$ cat config.mk
export PLATFORM = sky130hd
export DESIGN_NAME = pipe_stage_reg_flat
export DESIGN_NICKNAME = d
export VERILOG_FILES = /design/src/rtl/pipe_stage_reg_if.sv /design/src/rtl/pipe_stage_reg.sv /design/src/flat_wrapper.sv
export SDC_FILE = /design/constraint.sdc
export NUM_CORES = 1
export LEC_CHECK = 0
export ABC_CLOCK_PERIOD_IN_PS = 2590
export BUFFER_PORTS_ARGS = -buffer_cell sky130_fd_sc_hd__buf_2
export CAP_MARGIN = 0
export CORE_MARGIN = 10
export CORE_UTILIZATION = 50
export DETAILED_ROUTE_END_ITERATION = 8
export GPL_ROUTABILITY_DRIVEN = 0
export GPL_TIMING_DRIVEN = 0
export PLACE_DENSITY_LB_ADDON = 0.15
export SYNTH_ARGS = -nofsm -noshare
export SYNTH_HDL_FRONTEND = slang
export SYNTH_SLANG_ARGS = --single-unit
$ cat constraint.sdc
create_clock -name gclk -period 2.59 [get_ports gclk]
set_clock_uncertainty 0.15 [all_clocks]
set_input_delay 0.1295 -clock gclk [delete_from_list [all_inputs] [get_ports gclk]]
set_output_delay 0.1295 -clock gclk [all_outputs]
set_load 0.005 [all_outputs]
$ cat src/rtl/pipe_stage_reg_if.sv
// Single valid/ready link carrying LANES x WIDTH payload.
// master drives valid/data, slave drives ready.
interface pipe_stage_reg_if #(
  parameter int WIDTH = 32,
  parameter int LANES = 4
);
  logic                         valid;
  logic                         ready;
  logic [LANES-1:0][WIDTH-1:0]  data;

  modport master (output valid, output data, input ready);
  modport slave  (input valid, input data, output ready);
endinterface

$ cat src/rtl/pipe_stage_reg.sv
// pipe_stage_reg: valid/ready pipeline stage register, LANES x WIDTH.
// Optional second (skid) entry compiled in with `define PIPE_SKID_EN;
// without it the stage holds one entry and in_ready looks through out_ready.
// Emptied or flushed entries are zeroed so an empty stage shows all-zero data.

// One lane bit-slice: head entry plus skid entry, driven by shared controls.
module pipe_stage_lane #(
  parameter int WIDTH = 32
) (
  input  logic             gclk,
  input  logic             grst_n,
  input  logic             h_clr_i,
  input  logic             h_ld_in_i,
  input  logic             h_ld_skid_i,
  input  logic             s_clr_i,
  input  logic             s_ld_in_i,
  input  logic [WIDTH-1:0] in_d_i,
  output logic [WIDTH-1:0] head_o
);
  logic [WIDTH-1:0] head_q, head_d;
  logic [WIDTH-1:0] skid_q, skid_d;

  // Next head/skid contents; refill from skid wins over new input.
  always_comb begin
    head_d = head_q;
    skid_d = skid_q;
    if (h_clr_i)          head_d = '0;
    else if (h_ld_skid_i) head_d = skid_q;
    else if (h_ld_in_i)   head_d = in_d_i;
    if (s_clr_i)          skid_d = '0;
    else if (s_ld_in_i)   skid_d = in_d_i;
  end

  // Entry storage, zeroed on reset.
  always_ff @(posedge gclk or negedge grst_n) begin
    if (!grst_n) begin
      head_q <= '0;
      skid_q <= '0;
    end else begin
      head_q <= head_d;
      skid_q <= skid_d;
    end
  end

  assign head_o = head_q;
endmodule

module pipe_stage_reg #(
  parameter int WIDTH = 32,
  parameter int LANES = 4
) (
  input  logic                 gclk,
  input  logic                 grst_n,
  input  logic                 flush_i,
  pipe_stage_reg_if.slave      up_if,
  pipe_stage_reg_if.master     dn_if,
  output logic [1:0]           occ_o
);
  typedef enum logic [1:0] {ST_EMPTY, ST_HEAD, ST_FULL} st_e;

  st_e  st_q, st_d;
  logic rdy_en_q;     // holds in_ready low until the first edge after reset
  logic head_vld;
  logic in_rdy;
  logic accept;
  logic release_w;
  logic h_clr, h_ld_in, h_ld_skid, s_clr, s_ld_in;

  assign head_vld = (st_q != ST_EMPTY);

`ifdef PIPE_SKID_EN
  logic skid_vld;
  assign skid_vld = (st_q == ST_FULL);
  // Registered occupancy only: no path from out_ready to in_ready.
  assign in_rdy   = rdy_en_q && !flush_i && !skid_vld;
`else
  assign in_rdy   = rdy_en_q && !flush_i && (!head_vld || dn_if.ready);
`endif

  assign accept    = up_if.valid && in_rdy;
  assign release_w = head_vld && dn_if.ready;

  // Ready-enable flag, low throughout reset.
  always_ff @(posedge gclk or negedge grst_n) begin
    if (!grst_n) rdy_en_q <= 1'b0;
    else         rdy_en_q <= 1'b1;
  end

  // Occupancy state register.
  always_ff @(posedge gclk or negedge grst_n) begin
    if (!grst_n) st_q <= ST_EMPTY;
    else         st_q <= st_d;
  end

  // Next occupancy and entry load/clear controls; flush overrides everything.
  always_comb begin
    st_d      = st_q;
    h_clr     = 1'b0;
    h_ld_in   = 1'b0;
    h_ld_skid = 1'b0;
    s_clr     = 1'b0;
    s_ld_in   = 1'b0;
    if (flush_i) begin
      st_d  = ST_EMPTY;
      h_clr = 1'b1;
      s_clr = 1'b1;
    end else begin
      case (st_q)
        ST_EMPTY: begin
          if (accept) begin
            h_ld_in = 1'b1;
            st_d    = ST_HEAD;
          end
        end
        ST_HEAD: begin
          if (release_w && accept) begin
            h_ld_in = 1'b1;
          end else if (release_w) begin
            h_clr = 1'b1;
            st_d  = ST_EMPTY;
          end
`ifdef PIPE_SKID_EN
          else if (accept) begin
            s_ld_in = 1'b1;
            st_d    = ST_FULL;
          end
`endif
        end
`ifdef PIPE_SKID_EN
        ST_FULL: begin
          // in_ready is low here, so only the skid->head move can happen.
          if (release_w) begin
            h_ld_skid = 1'b1;
            s_clr     = 1'b1;
            st_d      = ST_HEAD;
          end
        end
`endif
        default: st_d = ST_EMPTY;
      endcase
    end
  end

  // Occupancy count out of state.
  always_comb begin
    case (st_q)
      ST_HEAD: occ_o = 2'd1;
      ST_FULL: occ_o = 2'd2;
      default: occ_o = 2'd0;
    endcase
  end

  assign up_if.ready = in_rdy;
  assign dn_if.valid = head_vld;

  for (genvar k = 0; k < LANES; k++) begin : g_lane
    pipe_stage_lane #(.WIDTH(WIDTH)) u_lane (
      .gclk        (gclk),
      .grst_n      (grst_n),
      .h_clr_i     (h_clr),
      .h_ld_in_i   (h_ld_in),
      .h_ld_skid_i (h_ld_skid),
      .s_clr_i     (s_clr),
      .s_ld_in_i   (s_ld_in),
      .in_d_i      (up_if.data[k]),
      .head_o      (dn_if.data[k])
    );
  end
endmodule

$ cat src/flat_wrapper.sv
// flat-port wrapper written by rule: the top's interface ports become plain ports
module pipe_stage_reg_flat 
#(
  parameter int WIDTH = 32,
  parameter int LANES = 4
)
  (gclk, grst_n, flush_i, occ_o, up_if_valid, up_if_data, up_if_ready, dn_if_valid, dn_if_data, dn_if_ready);
  pipe_stage_reg_if #(.WIDTH(WIDTH), .LANES(LANES)) up_if_i ();
  pipe_stage_reg_if #(.WIDTH(WIDTH), .LANES(LANES)) dn_if_i ();
  input  logic gclk;
  input  logic grst_n;
  input  logic flush_i;
  output logic [1:0] occ_o;
  input wire logic [$bits(up_if_i.valid)-1:0] up_if_valid;
  input wire logic [$bits(up_if_i.data)-1:0] up_if_data;
  output wire logic [$bits(up_if_i.ready)-1:0] up_if_ready;
  output wire logic [$bits(dn_if_i.valid)-1:0] dn_if_valid;
  output wire logic [$bits(dn_if_i.data)-1:0] dn_if_data;
  input wire logic [$bits(dn_if_i.ready)-1:0] dn_if_ready;
  assign up_if_i.valid = up_if_valid;
  assign up_if_i.data = up_if_data;
  assign up_if_ready = up_if_i.ready;
  assign dn_if_valid = dn_if_i.valid;
  assign dn_if_data = dn_if_i.data;
  assign dn_if_i.ready = dn_if_ready;
  pipe_stage_reg #(.WIDTH(WIDTH), .LANES(LANES)) u_core (.gclk(gclk), .grst_n(grst_n), .flush_i(flush_i), .up_if(up_if_i), .dn_if(dn_if_i), .occ_o(occ_o));
endmodule
# Word level (Yosys, flattened, before mapping)
# Index checks and enable logic that the tools add are counted.
[totals] register_bits=131 latch_bits=0 ramBits=0 rom_bits=0 in_bits=133 mem_count=0
[classes] n_addsub=0 n_mul=0 div=0 n_lt_le_gt_ge=0 n_eq_ne=5 shifts=0 mux=22 bitwise=0 reduce_logical=12
[op_table] operator="32-bit 2-to-1 mux" count=8
[op_table] operator="2-bit 2-to-1 mux" count=4
[op_table] operator="2-bit case mux with 2 select lines" count=2
[op_table] operator="1-bit 2-to-1 mux" count=7
[op_table] operator="3-bit by 2-bit != test with 1-bit output (second input constant)" count=2
[op_table] operator="1-bit logical AND" count=5
[op_table] operator="2-bit nonzero test" count=2
[op_table] operator="3-bit != test (second input constant)" count=1
[op_table] operator="3-bit AND reduction" count=1
[op_table] operator="2-bit by 1-bit equality test with 1-bit output (second input constant)" count=1
[op_table] operator="2-bit equality test (second input constant)" count=1
[op_table] operator="1-bit logical NOT" count=2
[op_table] operator="2-bit logical NOT" count=1
[op_table] operator="1-bit case mux with 2 select lines" count=1
[op_table] operator="1-bit logical OR" count=1

# Longest topological paths before layout
# Gate-level depths: netlist of the first run.
[depth] word_depth=11 mapped_depth=7 depth_no_buf=3

# By module
# From an unflattened synthesis of the first run, not the netlist that was laid out.
[unflattened] hier_cells=992 hier_area_um2=11925.2
[modules_own_cells] mod="pipe_stage_lane" n_inst=4 cells_per_inst=245 area_per_inst_um2=2950.3 seq_area_each_um2=1601.5
[modules_own_cells] mod="pipe_stage_reg" n_inst=1 cells_per_inst=12 area_per_inst_um2=123.9 seq_area_each_um2=50.0

# Least setup slack after synthesis of the first run
# Ideal clock, no wire load.
[synth_path] path_type="flip-flop to flip-flop" start="register u_core.st_q[0]" end="register u_core.g_lane[2].u_lane.head_q[10]" setup_ns=0.123 t_arrival_ns=1.257 required_time_ns=2.317 setup_slack_ns=1.060 stages_incl_launch_ff=8 n_path_buf=4 synth_period_minus_slack_ns=1.530 path_cell_list="dfrtp_1 -> nand2b_1 -> clkbuf_2 -> and3_4 -> buf_6 -> buf_6 -> buf_6 -> o21ai_1"
[synth_between] elab_chain_len=10
[synth_rtl] item="start: declaration" line="pipe_stage_reg.sv:61" source="st_e st_q, st_d;"
[synth_rtl] item="start signal: assignment" line="pipe_stage_reg.sv:92" source="else st_q <= st_d;"
[synth_rtl] item="2-bit nonzero test" line="pipe_stage_reg.sv:69" source="assign head_vld = (st_q != ST_EMPTY);"
[synth_rtl] item="1-bit logical NOT" line="pipe_stage_reg.sv:77" source="assign in_rdy = rdy_en_q && !flush_i && (!head_vld || dn_if.ready);"
[synth_rtl] item="1-bit logical OR" line="pipe_stage_reg.sv:77"
[synth_rtl] item="1-bit logical AND" line="pipe_stage_reg.sv:77"
[synth_rtl] item="1-bit logical AND" line="pipe_stage_reg.sv:80" source="assign accept = up_if.valid && in_rdy;"
[synth_rtl] item="1-bit logical AND" line="pipe_stage_reg.sv:116" source="if (release_w && accept) begin"
[synth_rtl] item="1-bit 2-to-1 mux" line="pipe_stage_reg.sv:116"
[synth_rtl] item="1-bit case mux with 2 select lines or 1-bit 2-to-1 mux (tied branches)" line="pipe_stage_reg.sv:108" source="case (st_q)"
[synth_rtl] item="1-bit 2-to-1 mux" line="pipe_stage_reg.sv:103" source="if (flush_i) begin"
[synth_rtl] item="2-bit nonzero test (no line) or 32-bit 2-to-1 mux (tied branches)"
[synth_rtl] item="end signal: assignment" line="pipe_stage_reg.sv:37" source="head_q <= '0;"
[synth_rtl] item="end signal: assignment" line="pipe_stage_reg.sv:40" source="head_q <= head_d;"
[synth_rtl] item="end: declaration" line="pipe_stage_reg.sv:20" source="logic [WIDTH-1:0] head_q, head_d;"
# Parallel ways exist; a longest one is shown, timed or not.
# A chain may end at the register's enable or synchronous reset.

# Worst setup path in the final report of the first run
[layout_path] start="register u_core.st_q[0]" end="output port up_if_ready"
[layout_between] elab_chain_len=4
[layout_rtl] item="2-bit nonzero test" line="pipe_stage_reg.sv:69"
[layout_rtl] item="1-bit logical NOT" line="pipe_stage_reg.sv:77"
[layout_rtl] item="1-bit logical OR" line="pipe_stage_reg.sv:77"
[layout_rtl] item="1-bit logical AND" line="pipe_stage_reg.sv:77"
[layout_rtl] item="end: declaration" line="flat_wrapper.sv:16" source="output wire logic [$bits(up_if_i.ready)-1:0] up_if_ready;"
# No other way between the ends.

==> impl_results.html, run 1 <==
<table>
<tr><th>Metric</th><th>Value</th></tr>
<tr><th colspan="2">Status</th></tr>
<tr><td>Status</td><td>finished, final reports clean</td></tr>
<tr><th colspan="2">STA</th></tr>
<tr><td>Final worst-path cycle share</td><td>a little over nine tenths</td></tr>
<tr><td>Slew margin rel.</td><td>52.6%</td></tr>
<tr><td>TNS Setup</td><td>0 ps</td></tr>
<tr><td>Transition at the pin with the smallest max-transition slack</td><td>711 ps</td></tr>
<tr><td>Minimum period implied by the final worst setup slack</td><td>2440 ps</td></tr>
<tr><td>Fin. Hold Viols</td><td>0</td></tr>
<tr><td>Number of pins exceeding their max-slew limit in the final report</td><td>0</td></tr>
<tr><td>Final setup violating endpoints</td><td>0</td></tr>
<tr><td>RSZ-0062 raised after global routing</td><td>false</td></tr>
<tr><td>Maximum clock frequency</td><td>around 410 MHz</td></tr>
<tr><td>Final worst hold slack</td><td>22.4 ps</td></tr>
<tr><th colspan="2">Synthesis</th></tr>
<tr><td>Synthesized area divided by synthesized cell count</td><td>between 9 and 10 sq um</td></tr>
<tr><td>Synth top cells by count</td><td>sky130_fd_sc_hd__dfrtp_1, sky130_fd_sc_hd__nand4_1, sky130_fd_sc_hd__o21ai_0</td></tr>
<tr><td>Combinational family with the most area after synthesis</td><td>simple AND/OR/NAND/NOR gates</td></tr>
<tr><td>Cell area after technology mapping</td><td>~6300 sq um</td></tr>
<tr><td>Leading area contributor after synthesis</td><td>sky130_fd_sc_hd__dfrtp_1</td></tr>
<tr><td>Top-count cell post-synth</td><td>sky130_fd_sc_hd__dfrtp_1</td></tr>
<tr><td>Ys flop type</td><td>sky130_fd_sc_hd__dfrtp_1</td></tr>
<tr><td>Number of synthesized flops with an enable pin</td><td>0</td></tr>
<tr><td>Net count after synthesis</td><td>a little over 800</td></tr>
<tr><td>Number of synthesized register bits</td><td>130</td></tr>
<tr><td>Sequential-to-total area share from yosys stat</td><td>about half</td></tr>
<tr><td>XOR/XNOR Fraction of Synth Area</td><td>0%</td></tr>
<tr><td>Post-Synth Adder-Cell Area</td><td>0%</td></tr>
<tr><td>Number of distinct standard cells referenced by the synthesized netlist</td><td>21</td></tr>
<tr><td>Post-synthesis mux area share</td><td>0%</td></tr>
<tr><td>Share of async-settable or async-resettable flops after synthesis</td><td>between 90% and 100%</td></tr>
<tr><td>Synthesized-area fraction occupied by ao, oa, aoi and oai cells</td><td>about a fifth</td></tr>
<tr><td>Post-synthesis simple-gate area fraction</td><td>between 10% and 20%</td></tr>
<tr><td>Ranking of synthesized cells by area</td><td>sky130_fd_sc_hd__dfrtp_1, sky130_fd_sc_hd__nand4_1, sky130_fd_sc_hd__o21ai_0</td></tr>
<tr><td>Count of yosys warnings during synthesis</td><td>0</td></tr>
<tr><td>Cells after synthesis</td><td>675</td></tr>
<tr><td>Synth top area share</td><td>51.3%</td></tr>
<tr><th colspan="2">Layout</th></tr>
<tr><td>Register area</td><td>3250 sq um</td></tr>
<tr><td>Final Net Count</td><td>1220</td></tr>
<tr><td>Area added between synthesis and finish</td><td>54.6%</td></tr>
<tr><td>Filler Cells Inserted</td><td>between 800 and 900</td></tr>
<tr><td>Utilization after layout</td><td>between 70% and 80%</td></tr>
<tr><td>Multi-input gate area in the final layout</td><td>between 2000 and 2500 sq um</td></tr>
<tr><td>Share of final-layout standard cells stronger than drive strength 1</td><td>a little under a third</td></tr>
<tr><th colspan="2">Die</th></tr>
<tr><td>Initial cell density of the core</td><td>approximately half</td></tr>
<tr><td>Die footprint</td><td>about 18000 sq um</td></tr>
<tr><td>Die Span Y</td><td>~130 um</td></tr>
<tr><td>Number of rows in the core area</td><td>41</td></tr>
<tr><td>Placeable core area</td><td>about 13000 sq um</td></tr>
<tr><td>Die span in x</td><td>about 130 um</td></tr>
<tr><td>Number of primary I/O pins</td><td>about 270</td></tr>
<tr><th colspan="2">Worst setup path</th></tr>
<tr><td>Capturing element type of the critical path</td><td>primary output</td></tr>
<tr><td>Data required time of the critical path</td><td>2310 ps</td></tr>
<tr><td>Startpoint type of the worst setup path</td><td>flop</td></tr>
<tr><td>Kind of critical path</td><td>flop to primary output</td></tr>
<tr><td>CP Cell Sequence</td><td>nand2b_1, clkbuf_2, buf_2, buf_1, and2_1, buf_2</td></tr>
<tr><td>Crit-path max FO</td><td>10</td></tr>
<tr><td>Worst path slowest cell</td><td>sky130_fd_sc_hd__buf_1</td></tr>
<tr><td>Arrival time at the worst endpoint</td><td>roughly 2200 ps</td></tr>
<tr><td>Cell mode on critical path</td><td>sky130_fd_sc_hd__buf_2</td></tr>
<tr><td>Longest individual stage delay on the worst path</td><td>about 440 ps</td></tr>
<tr><th colspan="2">CTS</th></tr>
<tr><td>Resized Gates After CTS</td><td>0</td></tr>
<tr><td>Number of buffers created by CTS</td><td>17</td></tr>
<tr><td>Clock latency on the worst-skew pair</td><td>between 400 and 500 ps</td></tr>
<tr><td>Clock root buffer</td><td>sky130_fd_sc_hd__clkbuf_16</td></tr>
<tr><td>Post-CTS setup repair buffer count</td><td>0</td></tr>
<tr><td>Hold buffer count at CTS</td><td>129</td></tr>
<tr><td>Clock-pin slew reported for the worst setup and hold paths after clock tree synthesis</td><td>around 60 ps</td></tr>
<tr><td>Maximum buffer depth of the clock tree</td><td>2</td></tr>
<tr><td>Clock tree from TritonCTS</td><td>yes</td></tr>
<tr><td># H-tree levels</td><td>4</td></tr>
<tr><td>TritonCTS sink count</td><td>130</td></tr>
<tr><th colspan="2">Placed design</th></tr>
<tr><td>Number of buffer cells added on primary ports</td><td>roughly 260</td></tr>
<tr><td>Detailed Place HPWL</td><td>about 16000 um</td></tr>
<tr><th colspan="2">Drt</th></tr>
<tr><td>Wirelength, routed</td><td>25000 um</td></tr>
<tr><td>Remaining design rule violation count</td><td>0</td></tr>
<tr><td>Vias</td><td>approximately 7200</td></tr>
<tr><td>Iteration-0 DRC Markers</td><td>approximately 500</td></tr>
<tr><td>Number of optimization iterations in the first detailed-route pass</td><td>5</td></tr>
<tr><td>Remaining antenna violation count after routing</td><td>0</td></tr>
<tr><td>Via density</td><td>~5.6</td></tr>
<tr><td>Wire length per cell</td><td>19.6 um</td></tr>
<tr><th colspan="2">Pwr</th></tr>
<tr><td>Peak supply drop</td><td>0.421 mV</td></tr>
<tr><td>Power after layout</td><td>~5400 uW</td></tr>
<tr><td>P_leak</td><td>roughly 0.0046 uW</td></tr>
<tr><td>Power Dens Cells</td><td>about 550 nW/um^2</td></tr>
<tr><th colspan="2">GRT</th></tr>
<tr><td>Number of antenna violations at the first check in global routing</td><td>4</td></tr>
<tr><td>Largest net degree at the start of global routing</td><td>96</td></tr>
<tr><td>GRT Overall Usage</td><td>~27%</td></tr>
<tr><td>Wire length of the first global-routing pass</td><td>slightly below 40000 um</td></tr>
<tr><td>Number of global-route vias before repair</td><td>7308</td></tr>
<tr><td>Sum of overflow across all layers after global routing</td><td>0</td></tr>
<tr><th colspan="2">Job</th></tr>
<tr><td>Number of maximum-capacitance constraint violations</td><td>0</td></tr>
<tr><th colspan="2">Hold path</th></tr>
<tr><td>Class of the tightest hold or removal check</td><td>input port to asynchronous set/reset pin</td></tr>
</table>
stage by stage:
step           instances  worst slack (ps)  cell area (sq um)
6_report            1277               146               9800
5_1_grt             1276              25.4               9790
4_1_cts             1272               133               9780
3_5_place_dp        1111               587               7900
3_3_place_gp        1110              -537               7870
2_1_floorplan        675              1060               6340
registers in the layout (all words and copies together), names as in the netlist:
register                     count
u_core.g_lane.u_lane.head_o    128
u_core.rdy_en_q                  1
u_core.st_q                      1
worst max-delay path, delay by kind of cell, from the launching register on:
kind                   cells  cell delay (ps)
buffers and inverters      4             1030
DFF                        1              420
and+or+nand+nor            2              300
path summary, 6_finish.rpt:
path	startpoint	endpoint	slack [ps]	cells past startpoint
max in group asynchronous	grst_n	u_core.g_lane[1].u_lane.head_o[30]$_DFFE_PN0P_	1490	3
max	u_core.st_q[0]$_DFFE_PN0P_	up_if_ready	150	6
min	grst_n	u_core.g_lane[2].u_lane.head_o[23]$_DFFE_PN0P_	20	2
max reg2reg	u_core.st_q[0]$_DFFE_PN0P_	u_core.g_lane[2].u_lane.head_o[2]$_DFFE_PN0P_	640	6
min in group gclk	flush_i	u_core.g_lane[2].u_lane.head_o[8]$_DFFE_PN0P_	120	5
min reg2reg	u_core.g_lane[0].u_lane.head_o[10]$_DFFE_PN0P_	u_core.g_lane[0].u_lane.head_o[10]$_DFFE_PN0P_	370	2
report_power, final:
| part | leakage [uW] | switching (uW) | internal (uW) |
|---|---|---|---|
| Sequential | 0.00176 | 59.0 | 2140 |
| Clock | 0.000271 | 915 | 1470 |
| Combinational | 0.00261 | 452 | 397 |
| Total | 0.00464 | 1430 | 4000 |
logic make-up after synthesis:
logic type / Yosys count
AO/OA/AOI/OAI: 194
buffers and inverters: 151
flip-flops: 130
other: 2
AND/OR/NAND/NOR: 198
layer usage:
metal / global-route usage, % / part of all wire, % / wire length [um] / up-vias
met5: 0 / 0 / 0 / -
met4: 13.9 / 4.1 / 1020 / 0
met3: 8.44 / 8.3 / 2080 / 76
met2: 44.5 / 48 / 12100 / 402
met1: 32.1 / 39 / 9880 / 3436
li1: - / - / - / 3252
placed cells by master, fill, tap and decap left out:
| cell type | n |
|---|---|
| sky130_fd_sc_hd__buf_6 | 4 |
| sky130_fd_sc_hd__o31ai_4 | 5 |
| sky130_fd_sc_hd__o31ai_1 | 59 |
| sky130_fd_sc_hd__nand2b_1 | 1 |
| sky130_fd_sc_hd__and2_1 | 2 |
| sky130_fd_sc_hd__buf_16 | 1 |
| sky130_fd_sc_hd__buf_1 | 3 |
| sky130_fd_sc_hd__clkinvlp_4 | 6 |
| sky130_fd_sc_hd__bufinv_16 | 2 |
| sky130_fd_sc_hd__clkbuf_16 | 17 |
| sky130_fd_sc_hd__inv_1 | 64 |
| sky130_fd_sc_hd__clkbuf_2 | 5 |
| sky130_fd_sc_hd__nor2b_1 | 64 |
| sky130_fd_sc_hd__dfrtp_1 | 130 |
| sky130_fd_sc_hd__diode_2 | 5 |
| sky130_fd_sc_hd__and3_4 | 1 |
| sky130_fd_sc_hd__buf_2 | 279 |
| sky130_fd_sc_hd__nand2_1 | 1 |
| sky130_fd_sc_hd__nor2b_2 | 1 |
| sky130_fd_sc_hd__o21ai_0 | 118 |
| sky130_fd_sc_hd__clkinv_2 | 2 |
| sky130_fd_sc_hd__inv_6 | 1 |
| sky130_fd_sc_hd__clkbuf_8 | 2 |
| sky130_fd_sc_hd__clkbuf_1 | 57 |
| sky130_fd_sc_hd__dlygate4sd3_1 | 129 |
| sky130_fd_sc_hd__o21ai_1 | 10 |
| sky130_fd_sc_hd__conb_1 | 2 |
| sky130_fd_sc_hd__buf_4 | 3 |
| sky130_fd_sc_hd__clkinv_4 | 1 |
| sky130_fd_sc_hd__o21bai_1 | 2 |
| sky130_fd_sc_hd__nand4_1 | 128 |
final cells by class:
cell class              count  area share, %
diodes                      5          0.128
plain buffers              87           3.96
clock buffers              20           4.66
clock inverters            12           1.35
inverters                  64           2.45
multi-input cells         394           25.1
flip-flops and latches    130           33.2
well taps                 172           2.20
repair buffers            393           27.0
Note: power is estimated with default switching activity, not from simulation.
==> run 2, diff against run 1 <==
==> constraint.sdc (replaced) <==
create_clock -name gclk -period 2.59 [get_ports gclk]
set_clock_uncertainty 0.15 [all_clocks]
set_input_delay 0.259 -clock gclk [delete_from_list [all_inputs] [get_ports gclk]]
set_output_delay 0.259 -clock gclk [all_outputs]
set_load 0.005 [all_outputs]
==> run 2 against run 1 <==
Effect of this change:
- sequential cell count stayed put
- worst hold slack worse by 9.9 ps
- cell count is 0.16% lower
- sequential share of layout area about the same
- non-clock buffer count fell by 2
- combinational power down 0.6%
- critical path depth fell by 1
- highest routed layer is now met5
- critical endpoint unchanged
- design area decreased by 0.14%
- total power rose by 0.12%
==> impl_results.html, run 2 (synthesis gave the netlist of run 1 again) <==
<table>
<tr><th>Metric</th><th>Value</th></tr>
<tr><th colspan="2">Drt</th></tr>
<tr><td>Wirelength, routed</td><td>24900 um (-0.61%)</td></tr>
<tr><td>Iteration-0 DRC Markers</td><td>612 (+22%)</td></tr>
<tr><td>Wire length per cell</td><td>19.5 um (-0.46%)</td></tr>
<tr><td>Number of optimization iterations in the first detailed-route pass</td><td>5 (unchanged)</td></tr>
<tr><td>Remaining design rule violation count</td><td>0 (unchanged)</td></tr>
<tr><td>Remaining antenna violation count after routing</td><td>0 (unchanged)</td></tr>
<tr><td>Via density</td><td>5.58 (-0.60%)</td></tr>
<tr><td>Vias</td><td>7112 (-0.75%)</td></tr>
<tr><th colspan="2">Worst setup path</th></tr>
<tr><td>Arrival time at the worst endpoint</td><td>2000 ps (-160 ps)</td></tr>
<tr><td>Capturing element type of the critical path</td><td>primary output</td></tr>
<tr><td>Crit-path max FO</td><td>10 (unchanged)</td></tr>
<tr><td>Data required time of the critical path</td><td>2180 ps (-130 ps)</td></tr>
<tr><td>Startpoint type of the worst setup path</td><td>flop</td></tr>
<tr><td>Kind of critical path</td><td>flop to primary output</td></tr>
<tr><th colspan="2">Die</th></tr>
<tr><td>Initial cell density of the core</td><td>50.6% (unchanged)</td></tr>
<tr><td>Die span in x</td><td>133 um (unchanged)</td></tr>
<tr><td>Number of primary I/O pins</td><td>265 (unchanged)</td></tr>
<tr><td>Placeable core area</td><td>12500 sq um (unchanged)</td></tr>
<tr><td>Number of rows in the core area</td><td>41 (unchanged)</td></tr>
<tr><td>Die footprint</td><td>17600 sq um (unchanged)</td></tr>
<tr><td>Die Span Y</td><td>133 um (unchanged)</td></tr>
<tr><th colspan="2">Status</th></tr>
<tr><td>Status</td><td>finished, final reports clean</td></tr>
<tr><th colspan="2">GRT</th></tr>
<tr><td>Sum of overflow across all layers after global routing</td><td>0 (unchanged)</td></tr>
<tr><td>Number of antenna violations at the first check in global routing</td><td>5 (+1)</td></tr>
<tr><td>GRT Overall Usage</td><td>27.3% (-0.094 points)</td></tr>
<tr><td>Number of global-route vias before repair</td><td>7342 (+0.47%)</td></tr>
<tr><td>Wire length of the first global-routing pass</td><td>39500 um (-0.40%)</td></tr>
<tr><td>Largest net degree at the start of global routing</td><td>96 (unchanged)</td></tr>
<tr><th colspan="2">CTS</th></tr>
<tr><td>Maximum buffer depth of the clock tree</td><td>2 (unchanged)</td></tr>
<tr><td># H-tree levels</td><td>4 (unchanged)</td></tr>
<tr><td>Clock-pin slew reported for the worst setup and hold paths after clock tree synthesis</td><td>60 ps (about the same)</td></tr>
<tr><td>Clock root buffer</td><td>sky130_fd_sc_hd__clkbuf_16</td></tr>
<tr><td>TritonCTS sink count</td><td>130 (unchanged)</td></tr>
<tr><td>Clock tree from TritonCTS</td><td>yes</td></tr>
<tr><td>Number of buffers created by CTS</td><td>17 (unchanged)</td></tr>
<tr><td>Clock latency on the worst-skew pair</td><td>410 ps (about the same)</td></tr>
<tr><td>Resized Gates After CTS</td><td>0 (unchanged)</td></tr>
<tr><th colspan="2">Layout</th></tr>
<tr><td>Total non-filler cell area in the finished layout</td><td>9780 sq um (-0.14%)</td></tr>
<tr><td>Most common library cell in the layout ignoring fill and taps</td><td>sky130_fd_sc_hd__buf_2</td></tr>
<tr><td>Commonest cells after routing, fill and taps aside</td><td>sky130_fd_sc_hd__buf_2, sky130_fd_sc_hd__dfrtp_1, sky130_fd_sc_hd__nand4_1, sky130_fd_sc_hd__dlygate4sd3_1, sky130_fd_sc_hd__o21ai_0</td></tr>
<tr><td>Register area</td><td>3250 sq um (unchanged)</td></tr>
<tr><td>Filler Cells Inserted</td><td>879 (-0.11%)</td></tr>
<tr><td>Max reg flops</td><td>128 (unchanged)</td></tr>
<tr><td>Utilization after layout</td><td>78.1% (-0.11 points)</td></tr>
<tr><td>Multi-input gate area in the final layout</td><td>2460 sq um (unchanged)</td></tr>
<tr><td>Share of final-layout standard cells stronger than drive strength 1</td><td>30.1% (+0.055 points)</td></tr>
<tr><td>Area added between synthesis and finish</td><td>54.4%</td></tr>
<tr><td>Final Net Count</td><td>1218 (-0.16%)</td></tr>
<tr><th colspan="2">STA</th></tr>
<tr><td>Transition at the pin with the smallest max-transition slack</td><td>706 ps (-4.67 ps)</td></tr>
<tr><td>Fin. Hold Viols</td><td>0 (unchanged)</td></tr>
<tr><td>RSZ-0062 raised after global routing</td><td>false</td></tr>
<tr><td>Number of pins exceeding their max-slew limit in the final report</td><td>0 (unchanged)</td></tr>
<tr><td>Minimum period implied by the final worst setup slack</td><td>2410 ps (-33.4 ps)</td></tr>
<tr><td>Final worst-path cycle share</td><td>93.1% (-1.3 points)</td></tr>
<tr><td>Maximum clock frequency</td><td>415 MHz (+1.4%)</td></tr>
<tr><td>Final setup violating endpoints</td><td>0 (unchanged)</td></tr>
<tr><td>Slew margin rel.</td><td>52.9% (+0.31 points)</td></tr>
<tr><td>TNS Setup</td><td>0 ps (unchanged)</td></tr>
<tr><th colspan="2">Pwr</th></tr>
<tr><td>Peak supply drop</td><td>0.430 mV (+1.9%)</td></tr>
<tr><td>Power Dens Cells</td><td>556 nW/um^2 (+0.26%)</td></tr>
<tr><td>P_leak</td><td>0.00463 uW (-0.12%)</td></tr>
<tr><th colspan="2">Placed design</th></tr>
<tr><td>Detailed Place HPWL</td><td>15700 um (unchanged)</td></tr>
<tr><td>Placed cell area</td><td>7900 sq um (unchanged)</td></tr>
<tr><td>Number of buffer cells added on primary ports</td><td>263 (unchanged)</td></tr>
<tr><th colspan="2">Hold path</th></tr>
<tr><td>Class of the tightest hold or removal check</td><td>input port to flop</td></tr>
<tr><th colspan="2">Job</th></tr>
<tr><td>Number of maximum-capacitance constraint violations</td><td>0 (unchanged)</td></tr>
</table>
[run 2: layout make-up]
class                      instances  area share [%]
inverter                          64            2.46
tap                              172            2.20
buffer                            86            3.93
antenna                            5           0.128
multi-input combinational        394            25.1
clock inverter                    12            1.36
timing repair buffer             392            26.9
clock buffer                      20            4.67
sequential                       130            33.3
[run 2: per-layer routing]
| metal | wire (um) | global-route usage (%) |
|---|---|---|
| met5 | 13 | 0 |
| met4 | 976 | 13.8 |
| met3 | 2120 | 8.71 |
| met2 | 12100 | 44.7 |
| met1 | 9710 | 31.6 |
[run 2: final timing paths]
check                                                                from                                              to  slack [ps]  depth (start not counted)
setup / recovery                                u_core.rdy_en_q$_DFF_PN0_                                     up_if_ready         180                          5
hold / removal                                             up_if_data[65]   u_core.g_lane[2].u_lane.head_o[1]$_DFFE_PN0P_          10                          3
setup reg to reg                               u_core.st_q[0]$_DFFE_PN0P_   u_core.g_lane[1].u_lane.head_o[7]$_DFFE_PN0P_         520                          6
hold reg to reg            u_core.g_lane[0].u_lane.head_o[10]$_DFFE_PN0P_  u_core.g_lane[0].u_lane.head_o[10]$_DFFE_PN0P_         370                          2
max in group asynchronous                                          grst_n  u_core.g_lane[1].u_lane.head_o[30]$_DFFE_PN0P_        1350                          3
min in group asynchronous                                          grst_n  u_core.g_lane[2].u_lane.head_o[23]$_DFFE_PN0P_         150                          2
[run 2: report_power, final]
part | total (uW) | switching (uW) | internal [uW]
clock network | 2390 | 927 | 1470
logic | 844 | 448 | 396
registers | 2200 | 59.1 | 2140
[run 2: per-stage QoR]
stage | instances | total power (uW) | setup slack, ps | hold WS [ps]
2_1_floorplan | 675 | 2520 | 978 | -187
3_3_place_gp | 1110 | 2880 | -666 | 345
3_5_place_dp | 1111 | 2900 | 458 | 23.4
4_1_cts | 1271 | 5410 | 3.48 | 4.27
5_1_grt | 1274 | 5610 | 44.6 | 19.5
6_report | 1275 | 5430 | 180 | 12.4
[run 2: what timing repair did]
action / CTS / global route
endpoints found under the setup margin: 0 / 1
hold buffers: 128 / 0
buffers inserted: 0 / 0
endpoints found under the hold margin: 162 / 0
[run 2: critical path, cell delays in order (launching register included)]
cell	delay (ps)
sky130_fd_sc_hd__dfrtp_1	330
sky130_fd_sc_hd__nor2b_2	200
sky130_fd_sc_hd__buf_2	320
sky130_fd_sc_hd__clkbuf_1	390
sky130_fd_sc_hd__and2_1	200
sky130_fd_sc_hd__buf_2	150
